[src/rtl/aibcr3aux_osc_pkg.sv]
// aibcr3aux_osc_pkg: shared types and widths for the aux oscillator measurement sequencer
package aibcr3aux_osc_pkg;
  typedef enum logic [2:0] {IDLE, CLR, WIN, SETTLE, CAPT, DONE} state_t;
  localparam int CNT_W = 6;
  localparam int SUM_W = 9;
  localparam int MAX_MEAS_LOG2 = 3;
endpackage

[src/rtl/aibcr3aux_osc_meas_acc.sv]
// aibcr3aux_osc_meas_acc: accumulates captured counts, averages, compares thresholds, tracks saturation
module aibcr3aux_osc_meas_acc
  import aibcr3aux_osc_pkg::*;
(
  input  logic             clk,
  input  logic             reset,
  input  logic             clr,
  input  logic             capt,
  input  logic             fin,
  input  logic [CNT_W-1:0] cnt_in,
  input  logic [1:0]       n_log2,
  input  logic [CNT_W-1:0] lo_thr,
  input  logic [CNT_W-1:0] hi_thr,
  output logic [SUM_W-1:0] sum,
  output logic [CNT_W-1:0] avg,
  output logic             too_slow,
  output logic             too_fast,
  output logic             sat
);
  logic [SUM_W-1:0] acc;
  logic             sat_s;
  logic [CNT_W-1:0] avg_n;
  assign avg_n = CNT_W'(acc >> n_log2);
  always_ff @(posedge clk) begin
    if (reset) begin
      acc      <= '0;
      sat_s    <= 1'b0;
      sum      <= '0;
      avg      <= '0;
      too_slow <= 1'b0;
      too_fast <= 1'b0;
      sat      <= 1'b0;
    end else begin
      if (clr) begin
        acc   <= '0;
        sat_s <= 1'b0;
      end else if (capt) begin
        acc   <= acc + SUM_W'(cnt_in);
        sat_s <= sat_s | (&cnt_in);
      end
      if (fin) begin
        sum      <= acc;
        avg      <= avg_n;
        too_slow <= avg_n < lo_thr;
        too_fast <= avg_n > hi_thr;
        sat      <= sat_s;
      end
    end
  end
endmodule

[src/rtl/aibcr3aux_osc_meas_ctrl.sv]
// aibcr3aux_osc_meas_ctrl: sequences clear/gate/settle/capture of the aux oscillator ripple counter
module aibcr3aux_osc_meas_ctrl
  import aibcr3aux_osc_pkg::*;
#(
  parameter int WIN_W      = 8,
  parameter int SETTLE_CYC = 4,
  parameter int CLR_CYC    = 2
) (
  input  logic             clk,
  input  logic             reset,
  input  logic             start,
  input  logic             abort,
  input  logic [WIN_W-1:0] win_len,
  input  logic [1:0]       num_log2,
  input  logic             div2_sel,
  input  logic [CNT_W-1:0] lo_thr,
  input  logic [CNT_W-1:0] hi_thr,
  input  logic [CNT_W-1:0] cnt_in,
  output logic             cntr_en,
  output logic             cntr_reset_n,
  output logic [2:0]       cntr_sel,
  output logic             busy,
  output logic             done,
  output logic [SUM_W-1:0] sum,
  output logic [CNT_W-1:0] avg,
  output logic             too_slow,
  output logic             too_fast,
  output logic             sat
);
  state_t                   state;
  logic [WIN_W-1:0]         tmr;
  logic [WIN_W-1:0]         win_l;
  logic [1:0]               nl;
  logic                     div2_l;
  logic [MAX_MEAS_LOG2-1:0] idx;
  logic [MAX_MEAS_LOG2-1:0] idx_max;
  logic                     go;
  logic                     kill;
  logic                     timed;
  logic                     tmr_end;
  assign idx_max = MAX_MEAS_LOG2'((4'd1 << nl) - 4'd1);
  assign go      = state == IDLE && start && !abort;
  assign kill    = state != IDLE && abort;
  assign timed   = state == CLR || state == WIN || state == SETTLE;
  assign tmr_end = state == CLR ? tmr == WIN_W'(CLR_CYC - 1) :
                   state == WIN ? tmr == win_l - WIN_W'(1) : tmr == WIN_W'(SETTLE_CYC - 1);
  assign cntr_en      = state == WIN;
  assign cntr_reset_n = state != IDLE && state != CLR;
  assign busy         = state != IDLE;
  assign cntr_sel     = {2'b00, div2_l};
  always_ff @(posedge clk) begin
    if (reset) begin
      state  <= IDLE;
      tmr    <= '0;
      win_l  <= '0;
      nl     <= '0;
      div2_l <= 1'b0;
      idx    <= '0;
      done   <= 1'b0;
    end else begin
      done <= state == DONE && !abort;
      tmr  <= timed && !tmr_end && !kill ? tmr + WIN_W'(1) : '0;
      if (kill) state <= IDLE;
      else case (state)
        IDLE: if (go) begin
          state  <= CLR;
          idx    <= '0;
          win_l  <= win_len == '0 ? WIN_W'(1) : win_len;
          nl     <= num_log2;
          div2_l <= div2_sel;
        end
        CLR:    state <= tmr_end ? WIN : CLR;
        WIN:    state <= tmr_end ? SETTLE : WIN;
        SETTLE: state <= tmr_end ? CAPT : SETTLE;
        CAPT: begin
          state <= idx == idx_max ? DONE : CLR;
          idx   <= idx + MAX_MEAS_LOG2'(1);
        end
        default: state <= IDLE;
      endcase
    end
  end
  aibcr3aux_osc_meas_acc u_acc (
    .clk      (clk),
    .reset    (reset),
    .clr      (go),
    .capt     (state == CAPT && !abort),
    .fin      (state == DONE && !abort),
    .cnt_in   (cnt_in),
    .n_log2   (nl),
    .lo_thr   (lo_thr),
    .hi_thr   (hi_thr),
    .sum      (sum),
    .avg      (avg),
    .too_slow (too_slow),
    .too_fast (too_fast),
    .sat      (sat)
  );
endmodule

[config.mk]
export PLATFORM = sky130hd
export DESIGN_NAME = aibcr3aux_osc_meas_ctrl
export DESIGN_NICKNAME = d
export VERILOG_FILES = /design/src/rtl/aibcr3aux_osc_pkg.sv /design/src/rtl/aibcr3aux_osc_meas_acc.sv /design/src/rtl/aibcr3aux_osc_meas_ctrl.sv
export SDC_FILE = /design/constraint.sdc
export NUM_CORES = 1
export LEC_CHECK = 0
export BUFFER_PORTS_ARGS = -buffer_cell sky130_fd_sc_hd__clkbuf_2
export CORE_AREA = 2 2 84 86
export DETAILED_ROUTE_END_ITERATION = 10
export DIE_AREA = 0 0 86 88
export GPL_TIMING_DRIVEN = 0
export PLACE_DENSITY_LB_ADDON = 0.08
export RECOVER_POWER = 50
export SLEW_MARGIN = 10
export SYNTH_ARGS = -nofsm -noshare
export SYNTH_HDL_FRONTEND = slang
export SYNTH_HIERARCHICAL = 1
export SYNTH_SLANG_ARGS = --single-unit
[constraint.sdc]
create_clock -name clk -period 2.4 [get_ports clk]
set_input_delay 0.36 -clock clk [delete_from_list [all_inputs] [get_ports clk]]
set_output_delay 0.36 -clock clk [all_outputs]
set_load 0.02 [all_outputs]
# Word-level counts from Yosys, hierarchy flattened
# Index checks and enable logic that the tools add are counted.
dict set report word_totals {
  ff_bits 54
  out_inout_bits 25
}
dict set report classes {
  n_reduce_logical 23
  eq_ne 11
  magnitude_cmp 2
  bitwise 3
  mux 11
  add_sub_neg 5
  n_shift 2
}
# operator count
set op_table {}
lappend op_table {{$pmux W3 S5} 1}
lappend op_table {{$mux W3} 4}
lappend op_table {{$add A9 B6 Y9} 1}
lappend op_table {{$shr A9 B2 Y6} 1}
lappend op_table {{$add A8 B1 Y8 const B} 1}
lappend op_table {{$eq A8 B1 Y1 const B} 1}
lappend op_table {{$eq A8 B2 Y1 const B} 1}
lappend op_table {{$eq A8 B8 Y1} 1}
lappend op_table {{$logic_and A1 B1 Y1} 8}
lappend op_table {{$logic_not A8 Y1} 1}
lappend op_table {{$mux W8} 1}
lappend op_table {{$sub A8 B1 Y8 const B} 1}
lappend op_table {{$eq A3 B2 Y1 const B} 2}
lappend op_table {{$eq A3 B3 Y1 const B} 2}
lappend op_table {{$gt A6 B6 Y1} 1}
lappend op_table {{$lt A6 B6 Y1} 1}
lappend op_table {{$pmux W3 S2} 1}
lappend op_table {{$reduce_and A3 Y1} 2}
lappend op_table {{$reduce_and A6 Y1} 1}
lappend op_table {{$reduce_or A2 Y1} 3}
lappend op_table {{$add A3 B1 Y3 const B} 1}
lappend op_table {{$eq A3 B1 Y1 const B} 1}
lappend op_table {{$eq A3 B3 Y1} 1}
lappend op_table {{$logic_not A1 Y1} 3}
lappend op_table {{12 further kinds} 16}

# Longest topological paths before layout
# Gate-level depths: netlist of the first run.
dict set report logic_depth {
  word_depth 9
  mapped_depth 11
}

# Modules after synthesis
# Netlist of the first run, hierarchy kept.
# mod cells_per_inst n_inst area_per_inst_um2
set modules_own_cells {}
lappend modules_own_cells {aibcr3aux_osc_meas_acc 175 1 1710.4}
lappend modules_own_cells {aibcr3aux_osc_meas_ctrl 189 1 1541.5}

# Least setup slack after synthesis of the first run
# OpenSTA, ideal clock, no wires.
dict set report synth_timing {
  path_type {register to register}
  start {reg win_l[0]}
  end {reg state[0]}
  n_path_buf 0
  required_ns 2.309
  path_slack_ns -0.029
  path_stages_with_launch 7
  t_arrival_ns 2.338
  cell_sequence {dfxtp_1 -> or4_4 -> or4_1 -> and3_4 -> a211o_4 -> or3_1 -> a311oi_1}
}
dict set report synth_between {
  elab_chain_cells 6
  elab_cells_between_ends 8
}
# element line
set synth_lines {}
lappend synth_lines {{from (decl)} aibcr3aux_osc_meas_ctrl.sv:32} ;# logic [WIN_W-1:0] win_l;
lappend synth_lines {{from (signal assigned)} aibcr3aux_osc_meas_ctrl.sv:68} ;# win_l <= win_len == '0 ? WIN_W'(1) : win_len;
lappend synth_lines {{$sub A8 B1 Y8 (*)} aibcr3aux_osc_meas_ctrl.sv:46} ;# state == WIN ? tmr == win_l - WIN_W'(1) : tmr == WIN_W'(SETTLE_CYC - 1);
lappend synth_lines {{$eq A8 B8 Y1 (*)} aibcr3aux_osc_meas_ctrl.sv:46}
lappend synth_lines {{$mux W1 (*)} aibcr3aux_osc_meas_ctrl.sv:46}
lappend synth_lines {{$mux W1 (*)} aibcr3aux_osc_meas_ctrl.sv:45} ;# assign tmr_end = state == CLR ? tmr == WIN_W'(CLR_CYC - 1) :
lappend synth_lines {{$mux W3 (tied with other cells)} aibcr3aux_osc_meas_ctrl.sv:74} ;# SETTLE: state <= tmr_end ? CAPT : SETTLE;
lappend synth_lines {{$pmux W3 S5 (*)} aibcr3aux_osc_meas_ctrl.sv:64} ;# else case (state)
lappend synth_lines {{to (signal assigned)} aibcr3aux_osc_meas_ctrl.sv:73} ;# WIN: state <= tmr_end ? SETTLE : WIN;
lappend synth_lines {{to (signal assigned)} aibcr3aux_osc_meas_ctrl.sv:74}
lappend synth_lines {{to (signal assigned)} aibcr3aux_osc_meas_ctrl.sv:76} ;# state <= idx == idx_max ? DONE : CLR;
lappend synth_lines {{to (decl)} aibcr3aux_osc_meas_ctrl.sv:30} ;# state_t state;
# Every way passes the cells marked *; elsewhere a longest branch is shown, timed or not.
# A chain may end at the register's enable or synchronous reset.

# Worst setup path in the final report of the first run
dict set report layout_timing {
  start {reg win_l[3]}
  end {reg state[0]}
}
# The elaborated chain is that of the path after synthesis.

==> reports/qor.yml, run 1 <==
outcome: "complete, but fails checks"
violations: "negative setup slack"
boundaryPins: 58
critPathSlowestCell: "or4_4"
synth-compound-area-share_pct: 15.4
synth_cell_types: 68
die_w_um: 86
layout.nets: 487
fin_util_pct: 57.6
power_leakage_nw: 1.57
synthAdderAreaFrac_pct: 8.31
drt_iter0_drc: 95
tightest_slew_ps: 640
track_usage_pct: 19.5
synth-simple-area-share_pct: 21.7
crit_arrival_ps: 2780
worstSkewPairLatency_ps: 300
synth_cells: 364
r2r_cells: 6
ys_seq_elements: 54
r2r_start: "win_l[3]$_SDFFE_PP0P_"
cpMostUsedCell: "or4_4"
wirelength_mm: 7.47
cp_num_buf_inv: 0
ir_worst_vdd_uv: 236
worst_setup_path_start_kind: "flip-flop"
dieArea_um2: 7570
area.growth.synth_to_final_pct: 17.7
portBuffers: 55
clk_transition_reported_paths_ps: 90
cts_root_buf: "clkbuf_8"
fin_ws_ps: -164
drc_errors: 0
fin_crit_sh_pct: 107
row_count: 30
antenna_left: 0
relSlewSlack_pct: 57.0
hold_path.class: "input pin to flip-flop"
finalPower_mw: 1.60
dpl_cell_area_um2: 3640
power_density_nw_per_um2: 419
clock-sinks: 54
synth.avg_cell_area_um2: 8.93
yosys_warnings: 6
overflow: 0
antenna_found_initial: 0
synthesis.area_um2: 3250
critPathTopFamily: "simple AND/OR/NAND/NOR gates"
vias: 2814
drive_gt1_share_pct: 21.5
path_cells: "or4_4 -> or4_4 -> and3_4 -> a211o_4 -> or3_4 -> a311oi_2"
synth_xor_area_share_pct: 3.50
multi_input_area_um2: 2060
grt_max_degree: 15
cts_made_buffers: 5
fin_crit_ps: 2560
worstSetupPathType: "flip-flop to flip-flop"
regArea_um2: 1100
dr.pass1.iters: 4
drv_cap: 0
muxShareOfSynthArea_pct: 12.5
place.gp.congestion: 0.896
htreeDepth: 2
wire_per_inst_um: 14.6
die_h_um: 88
fin_area_um2: 3830
drv_slew: 0
place_inst: 500
core-area_um2: 6640
viasPerCell: 5.49
finalHoldViolations: 0
cp.depth: 6
final_common_cell: "dfxtp_1"
r2r_end: "state[0]$_SDFFE_PP0P_"
grt_pass1_vias: 2478
pre_cts_ws_ps: -436
yosysSeqAreaShare_pct: 33.2
hpwl_mm: 5.65
end_kind: "flip-flop"
cts_tree: "done"
synth_top_family_by_area: "simple AND/OR/NAND/NOR gates"
grt_pass1_wl_mm: 11.9
cp-endpoint: "state[0]$_SDFFE_PP0P_"
worstPathMaxFanout: 5
max_stage_delay_ps: 570
start_util_pct: 48.9
rsz0062_at_grt: "true"
rrSetupSlack_ps: -160
critPathLaunch: "win_l[3]$_SDFFE_PP0P_"
num_antenna_cells: 0
fillCellCount: 646
cp_data_required_time_ps: 2620
max_freq_ghz: 0.390
hold_buffers: 0
finalClockSkew_ps: 6.13
finalSetupViolations: 11
cts_buffer_depth: 2
final_cell_mix: "dfxtp_1 (46), nor2_1 (41), clkbuf_2 (38)"
final_cell_count_no_fill: 513
synthFlopType: "dfxtp_1"
synth_edf_count: 0
ys_async_sr_fraction_pct: 0
-- cell type report --
class / instances / share of cell area, %
plain buffers: 16 / 2.22
clock buffers: 7 / 1.99
inverters: 20 / 2.06
multi-input cells: 272 / 53.8
flip-flops and latches: 54 / 28.6
well taps: 80 / 2.62
repair buffers: 64 / 8.67
-- where the power goes --
group	internal (mW)	total (mW)	switching, mW
clock network	0.202	0.489	0.287
registers	0.905	0.919	0.0144
logic	0.0891	0.196	0.107
total	1.20	1.60	0.408
-- what timing repair did --
| action | CTS | global route |
|---|---|---|
| setup buffers | 4 | 5 |
| gates resized for setup | 9 | 16 |
| pin swaps | 10 | 5 |
| endpoints found under the hold margin | 0 | 0 |
| setup endpoints to repair | 21 | 19 |
-- state kept, by name, indices dropped and copies added, names as in the netlist, 2 cells and up --
signal and count:
idx 3, u_acc/acc 9, u_acc/avg 6, win_l 8, u_acc/sum 9, state 3, tmr 8, nl 2
-- metal layers --
layer	share of wire [%]	wire length, µm	track usage, %
met5	0	0	0
met4	0.25	19	4.18
met3	3.0	226	3.30
met2	45	3350	30.2
met1	52	3870	28.4
-- synth_stat cells (4+ instances only) --
| library cell | count | share of area (%) |
|---|---|---|
| buf_2 | 4 | 0.62 |
| nand4b_1 | 4 | 1.1 |
| ha_1 | 20 | 7.7 |
| o211ai_1 | 4 | 0.92 |
| nand3_1 | 6 | 0.92 |
| nor2_1 | 43 | 5.0 |
| a211oi_1 | 4 | 0.92 |
| a21oi_1 | 19 | 2.9 |
| xor2_1 | 6 | 1.6 |
| mux4_1 | 5 | 4.0 |
| or3_1 | 5 | 0.96 |
| clkbuf_1 | 11 | 1.3 |
| and3_1 | 4 | 0.77 |
| nand2_1 | 35 | 4.0 |
| nor3_1 | 6 | 0.92 |
| o21ai_0 | 7 | 1.1 |
| mux2i_1 | 24 | 7.4 |
| dfxtp_1 | 54 | 33 |
| a21o_1 | 4 | 0.92 |
| inv_1 | 20 | 2.3 |
| xnor2_1 | 7 | 1.9 |
| nor2b_1 | 5 | 0.96 |
-- tightest hold or removal path, stage by stage --
cell and delay, ps:
clkbuf_2 80, nand2_1 50, a21oi_1 50
-- through the flow --
| stage | hold WS (ps) | setup TNS, ps |
|---|---|---|
| 3_3_place_gp | 447 | -4840 |
| 2_1_floorplan | 432 | 0 |
| 5_1_grt | 277 | -1020 |
| 4_1_cts | 266 | -957 |
| 3_5_place_dp | 452 | -5510 |
| 6_report | 269 | -533 |
-- how the worst min path moves through the flow --
stage | startpoint | endpoint | slack, ps | cells after the start
3_3_place_gp | div2_l$_SDFFE_PP0P_ | div2_l$_SDFFE_PP0P_ | 450 | 2
5_1_grt | win_len[1] | win_l[1]$_SDFFE_PP0P_ | 280 | 3
2_1_floorplan | abort | state[0]$_SDFFE_PP0P_ | 430 | 1
3_5_place_dp | div2_l$_SDFFE_PP0P_ | div2_l$_SDFFE_PP0P_ | 450 | 2
6_report | num_log2[1] | nl[1]$_SDFFE_PP0P_ | 270 | 3
4_1_cts | div2_sel | div2_l$_SDFFE_PP0P_ | 270 | 3
-- cell families (layout without fill, tap and decap cells) --
| group | Yosys count | count (layout) |
|---|---|---|
| adders and majority gates | 21 | 21 |
| xor gates and xnor gates | 13 | 13 |
| muxes | 31 | 31 |
| and+or+nand+nor | 137 | 137 |
| buffers and inverters | 39 | 107 |
| other | 1 | 2 |
| DFF | 54 | 54 |
| AOI/OAI and AO/OA | 68 | 68 |
(Power assumes the default switching activity.)
==> inputs of run 2 (changes only) <==
--- a/config.mk
+++ b/config.mk
@@ -6,9 +6,9 @@
 export NUM_CORES = 1
 export LEC_CHECK = 0
 export BUFFER_PORTS_ARGS = -buffer_cell sky130_fd_sc_hd__clkbuf_2
-export CORE_AREA = 2 2 84 86
+export CORE_AREA = 2 2 94 96
 export DETAILED_ROUTE_END_ITERATION = 10
-export DIE_AREA = 0 0 86 88
+export DIE_AREA = 0 0 96 98
 export GPL_TIMING_DRIVEN = 0
 export PLACE_DENSITY_LB_ADDON = 0.08
 export RECOVER_POWER = 50
==> reports/qor.yml, run 2 (synthesized netlist as in run 1, its figures left out) <==
cp_num_buf_inv: 0
cts_buffer_depth: 2
drive_gt1_share_pct: 22.7
fin_ws_ps: -95.6
critPathTopFamily: "simple AND/OR/NAND/NOR gates"
largestRegisters: "u_acc/acc x9, u_acc/sum x9"
place.gp.congestion: 0.778
fin_crit_ps: 2500
fin_crit_sh_pct: 104
htreeDepth: 2
final_common_cell: "dfxtp_1"
worstSetupPathType: "flip-flop to flip-flop"
crit_arrival_ps: 2720
rrSetupSlack_ps: -100
vias: 2786
cp_data_required_time_ps: 2620
viasPerCell: 5.17
relSlewSlack_pct: 62.1
portBuffers: 55
seqPwrFrac_pct: 55.8
final_cell_mix: "dfxtp_1 (45), clkbuf_2 (37), nor2_1 (37)"
ir_worst_vdd_uv: 284
wire_per_inst_um: 14.2
critPathSlowestCell: "or4_4"
dpl_cell_area_um2: 3680
power_leakage_nw: 1.57
clkPwrFrac_pct: 31.9
cts_tree: "done"
grt_pass1_wl_mm: 12.6
clock-sinks: 54
cts_made_buffers: 5
p_int_mw: 1.23
r2r_start: "win_l[0]$_SDFFE_PP0P_"
layout.nets: 484
place_inst: 528
combPwrFrac_pct: 12.3
finalClockSkew_ps: 10.7
critPathLaunch: "win_l[0]$_SDFFE_PP0P_"
dieArea_um2: 9410
switching_share_pct: 25.2
start_util_pct: 38.4
path_cells: "or4_4 -> or4_4 -> and3_4 -> a211o_4 -> or3_1 -> a311oi_2"
cpMostUsedCell: "or4_4"
clk_transition_reported_paths_ps: 100
hpwl_mm: 5.90
power.switching_mw: 0.416
core-area_um2: 8470
cp.depth: 6
final_cell_count_no_fill: 539
end_kind: "flip-flop"
dr.pass1.iters: 4
fin_area_um2: 3880
worstSkewPairLatency_ps: 300
r2r_end: "state[0]$_SDFFE_PP0P_"
drt_iter0_drc: 138
drc_errors: 0
cts_root_buf: "clkbuf_8"
power_density_nw_per_um2: 425
wirelength_mm: 7.65
outcome: "complete, but fails checks"
cp-endpoint: "state[0]$_SDFFE_PP0P_"
finalSetupViolations: 10
area.growth.synth_to_final_pct: 19.3
grt_max_degree: 16
boundaryPins: 58
max_stage_delay_ps: 560
antenna_left: 0
track_usage_pct: 16.8
drv_slew: 0
die_h_um: 98
drv_cap: 0
antenna_found_initial: 0
die_w_um: 96
overflow: 0
worstPathMaxFanout: 4
row_count: 34
tightest_slew_ps: 564
violations: "negative setup slack"
worst_setup_path_start_kind: "flip-flop"
finalHoldViolations: 0
grt_pass1_vias: 2500
hold_path.class: "input pin to flip-flop"
max_freq_ghz: 0.401
rsz0062_at_grt: "true"
num_antenna_cells: 0
r2r_cells: 6
==> run 2: cell types whose count changed in the layout (fill, tap and decap cells not counted), sizes merged <==
cell,delta
clkinv,+1
clkinvlp,-1
inv,+1
buf,-3
==> run 2: stage by stage <==
stage | setup slack (ps) | hold WS (ps) | utilization (%) | setup TNS, ps | total power [mW]
global placement | -397 | 445 | 43.4 | -4530 | 1.12
CTS | -93.3 | 256 | 45.1 | -473 | 1.66
global route | -163 | 260 | 45.8 | -854 | 1.74
detailed placement | -427 | 454 | 43.4 | -5370 | 1.12
finish | -95.6 | 265 | 45.8 | -157 | 1.65
floorplan | 6.83 | 432 | - | 0 | 1.06
==> run 2: worst min-delay path by stage <==
stage | depth (start not counted) | start | endpoint | slack [ps]
finish | 3 | div2_sel | div2_l$_SDFFE_PP0P_ | 260
global route | 3 | div2_sel | div2_l$_SDFFE_PP0P_ | 260
CTS | 3 | div2_sel | div2_l$_SDFFE_PP0P_ | 260
detailed placement | 2 | div2_l$_SDFFE_PP0P_ | div2_l$_SDFFE_PP0P_ | 450
global placement | 2 | div2_l$_SDFFE_PP0P_ | div2_l$_SDFFE_PP0P_ | 450
floorplan | 1 | abort | state[0]$_SDFFE_PP0P_ | 430
==> run 2: cell type report <==
| type | count | area [µm²] |
|---|---|---|
| Clock inverter | 1 | 5.00 |
| Multi-Input combinational cell | 272 | 2090 |
| Inverter | 20 | 77.6 |
| Fill cell | 888 | 4590 |
| Buffer | 16 | 85.1 |
| Clock buffer | 7 | 86.3 |
| Sequential cell | 54 | 1100 |
| Timing Repair Buffer | 61 | 299 |
| Tap cell | 108 | 135 |
==> run 2: routing by layer <==
metal	wire length (µm)	GRT usage, %
met1	4010	26.1
met2	3290	23.9
met5	0	0
met4	59	3.52
met3	286	3.16
==> run 2: worst reg2reg max path, cell delays in order, from the launching register on <==
cell      delay [ps]
dfxtp_4          360
or4_4            560
or4_4            430
and3_4           190
a211o_4          310
or3_1            370
a311oi_2         190
==> run 2: what timing repair did <==
action,4_1_cts,5_1_grt
hold buffers,0,0
pin swaps,9,4
setup endpoints to repair,20,31
resized for setup,13,26
setup buffers,4,2
==> run 2: power groups by stage <==
stage          logic (mW)  clock network, mW  registers (mW)
3_3_place_gp        0.181                  0           0.940
6_report            0.202              0.526           0.919
3_5_place_dp        0.183                  0           0.940
2_1_floorplan       0.121                  0           0.936
4_1_cts             0.188              0.558           0.917
5_1_grt             0.226              0.596           0.922
==> inputs of run 3 (changes only) <==
==> constraint.sdc (replaced) <==
create_clock -name clk -period 2.7 [get_ports clk]
set_input_delay 0.405 -clock clk [delete_from_list [all_inputs] [get_ports clk]]
set_output_delay 0.405 -clock clk [all_outputs]
set_load 0.02 [all_outputs]
==> reports/qor.yml, run 3 (synthesized netlist as in run 1, its figures left out) <==
outcome: "finished, final reports clean"
critPathSlowestCell: "or4_1"
switching_share_pct: 25.4
finalSetupViolations: 0
finalHoldViolations: 0
seqPwrFrac_pct: 57.7
antenna_left: 0
grt_pass1_vias: 2456
combPwrFrac_pct: 11.4
hpwl_mm: 5.83
fin_crit_sh_pct: 96.7
overflow: 0
crit_arrival_ps: 2830
dieArea_um2: 9410
power.switching_mw: 0.360
dr.pass1.iters: 4
fin_crit_ps: 2610
power_leakage_nw: 1.49
final_cell_count_no_fill: 534
die_w_um: 96
tightest_slew_ps: 677
place.gp.congestion: 0.760
start_util_pct: 38.4
final_cell_mix: "dfxtp_1 (52), nor2_1 (42), clkbuf_1 (35), nand2_1 (35), clkbuf_2 (32)"
cts_made_buffers: 5
clkPwrFrac_pct: 30.9
drc_errors: 0
die_h_um: 98
max_stage_delay_ps: 520
grt_max_degree: 15
p_int_mw: 1.06
wire_per_inst_um: 13.9
hold_buffers: 0
drv_cap: 0
vias: 2728
clk_transition_reported_paths_ps: 90
worstPathMaxFanout: 7
wirelength_mm: 7.42
worstSetupPathType: "flip-flop to flip-flop"
num_antenna_cells: 0
hold_path.class: "input pin to flip-flop"
hold_ws_ps: 312
layout.nets: 480
htreeDepth: 2
rsz0062_at_grt: "false"
ir_worst_vdd_uv: 175
portBuffers: 55
antenna_found_initial: 0
max_freq_ghz: 0.383
finalClockSkew_ps: 2.95
cp_num_buf_inv: 1
place_inst: 528
worstSkewPairLatency_ps: 300
worst_setup_path_start_kind: "flip-flop"
boundaryPins: 58
cts_root_buf: "clkbuf_8"
path_cells: "or3b_1 -> buf_2 -> or4_1 -> o31a_1 -> a211o_4 -> or3_1 -> a311oi_1"
relSlewSlack_pct: 54.9
final_common_cell: "dfxtp_1"
finalPower_mw: 1.42
row_count: 34
end_kind: "flip-flop"
area.growth.synth_to_final_pct: 14.7
grt_pass1_wl_mm: 12.2
drive_gt1_share_pct: 15.5
track_usage_pct: 16.3
fin_util_pct: 44.1
drv_slew: 0
fin_ws_ps: 89.9
viasPerCell: 5.11
drt_iter0_drc: 115
pre_cts_ws_ps: -146
cp_data_required_time_ps: 2920
power_density_nw_per_um2: 380
clock-sinks: 54
largestRegisters: "u_acc/acc x9, u_acc/sum x9"
cts_buffer_depth: 2
core-area_um2: 8470
cts_tree: "done"
critPathTopFamily: "simple AND/OR/NAND/NOR gates"
## run 3: cell count changes in the layout (fill, tap and decap cells not counted), sizes merged
| cell | before | now |
|---|---|---|
| clkinvlp | 0 | 1 |
| clkbuf | 71 | 72 |
| buf | 13 | 8 |
| inv | 20 | 19 |
| clkinv | 1 | 0 |
## run 3: worst min-delay path: cells and delay by family
| family | cells | cell delay, ps |
|---|---|---|
| AO/OA/AOI/OAI | 1 | 50 |
| buffers and inverters | 1 | 80 |
| AND/OR/NAND/NOR | 1 | 40 |
## run 3: repair_timing
action | CTS | global route
pin swaps | 0 | 1
resized for setup | 0 | 6
endpoints found under the setup margin | 3 | 15
endpoints found under the hold margin | 0 | 0
setup buffers | 0 | 1
## run 3: worst paths after layout
kind                         startpoint                     to  slack (ps)  depth (start not counted)
hold reg to reg     div2_l$_SDFFE_PP0P_    div2_l$_SDFFE_PP0P_         460                          2
setup reg to reg  state[1]$_SDFFE_PP0P_  state[0]$_SDFFE_PP0P_          90                          7
hold / removal                 div2_sel    div2_l$_SDFFE_PP0P_         310                          3
setup / recovery  state[1]$_SDFFE_PP0P_  state[0]$_SDFFE_PP0P_          90                          7
## run 3: layout make-up
type | count | area, µm²
fillers | 869 | 4730
multi-input cells | 272 | 2020
flip-flops and latches | 54 | 1080
repair buffers | 56 | 254
well taps | 108 | 135
plain buffers | 17 | 86.3
inverters | 20 | 78.8
clock buffers | 7 | 76.3
## run 3: power by group through the flow
| stage | Sequential [mW] | Combinational, mW | Clock [mW] |
|---|---|---|---|
| floorplan | 0.832 | 0.108 | 0 |
| global placement | 0.836 | 0.159 | 0 |
| detailed placement | 0.836 | 0.161 | 0 |
| CTS | 0.817 | 0.162 | 0.454 |
| global route | 0.820 | 0.184 | 0.489 |
| finish | 0.818 | 0.162 | 0.437 |
## run 3: metal layers
metal	track usage (%)	wire length (µm)	vias up
met4	2.97	35	0
met2	23.5	3160	44
met5	0	0	-
met1	25.4	3970	1247
met3	3.01	258	5
li1	-	-	1432
## run 3: stage by stage
step,setup TNS [ps],area [µm²]
after floorplan,0,3260
after global routing,0,3730
after global placement,-304,3670
final,0,3730
after CTS,0,3740
after detailed placement,-369,3670
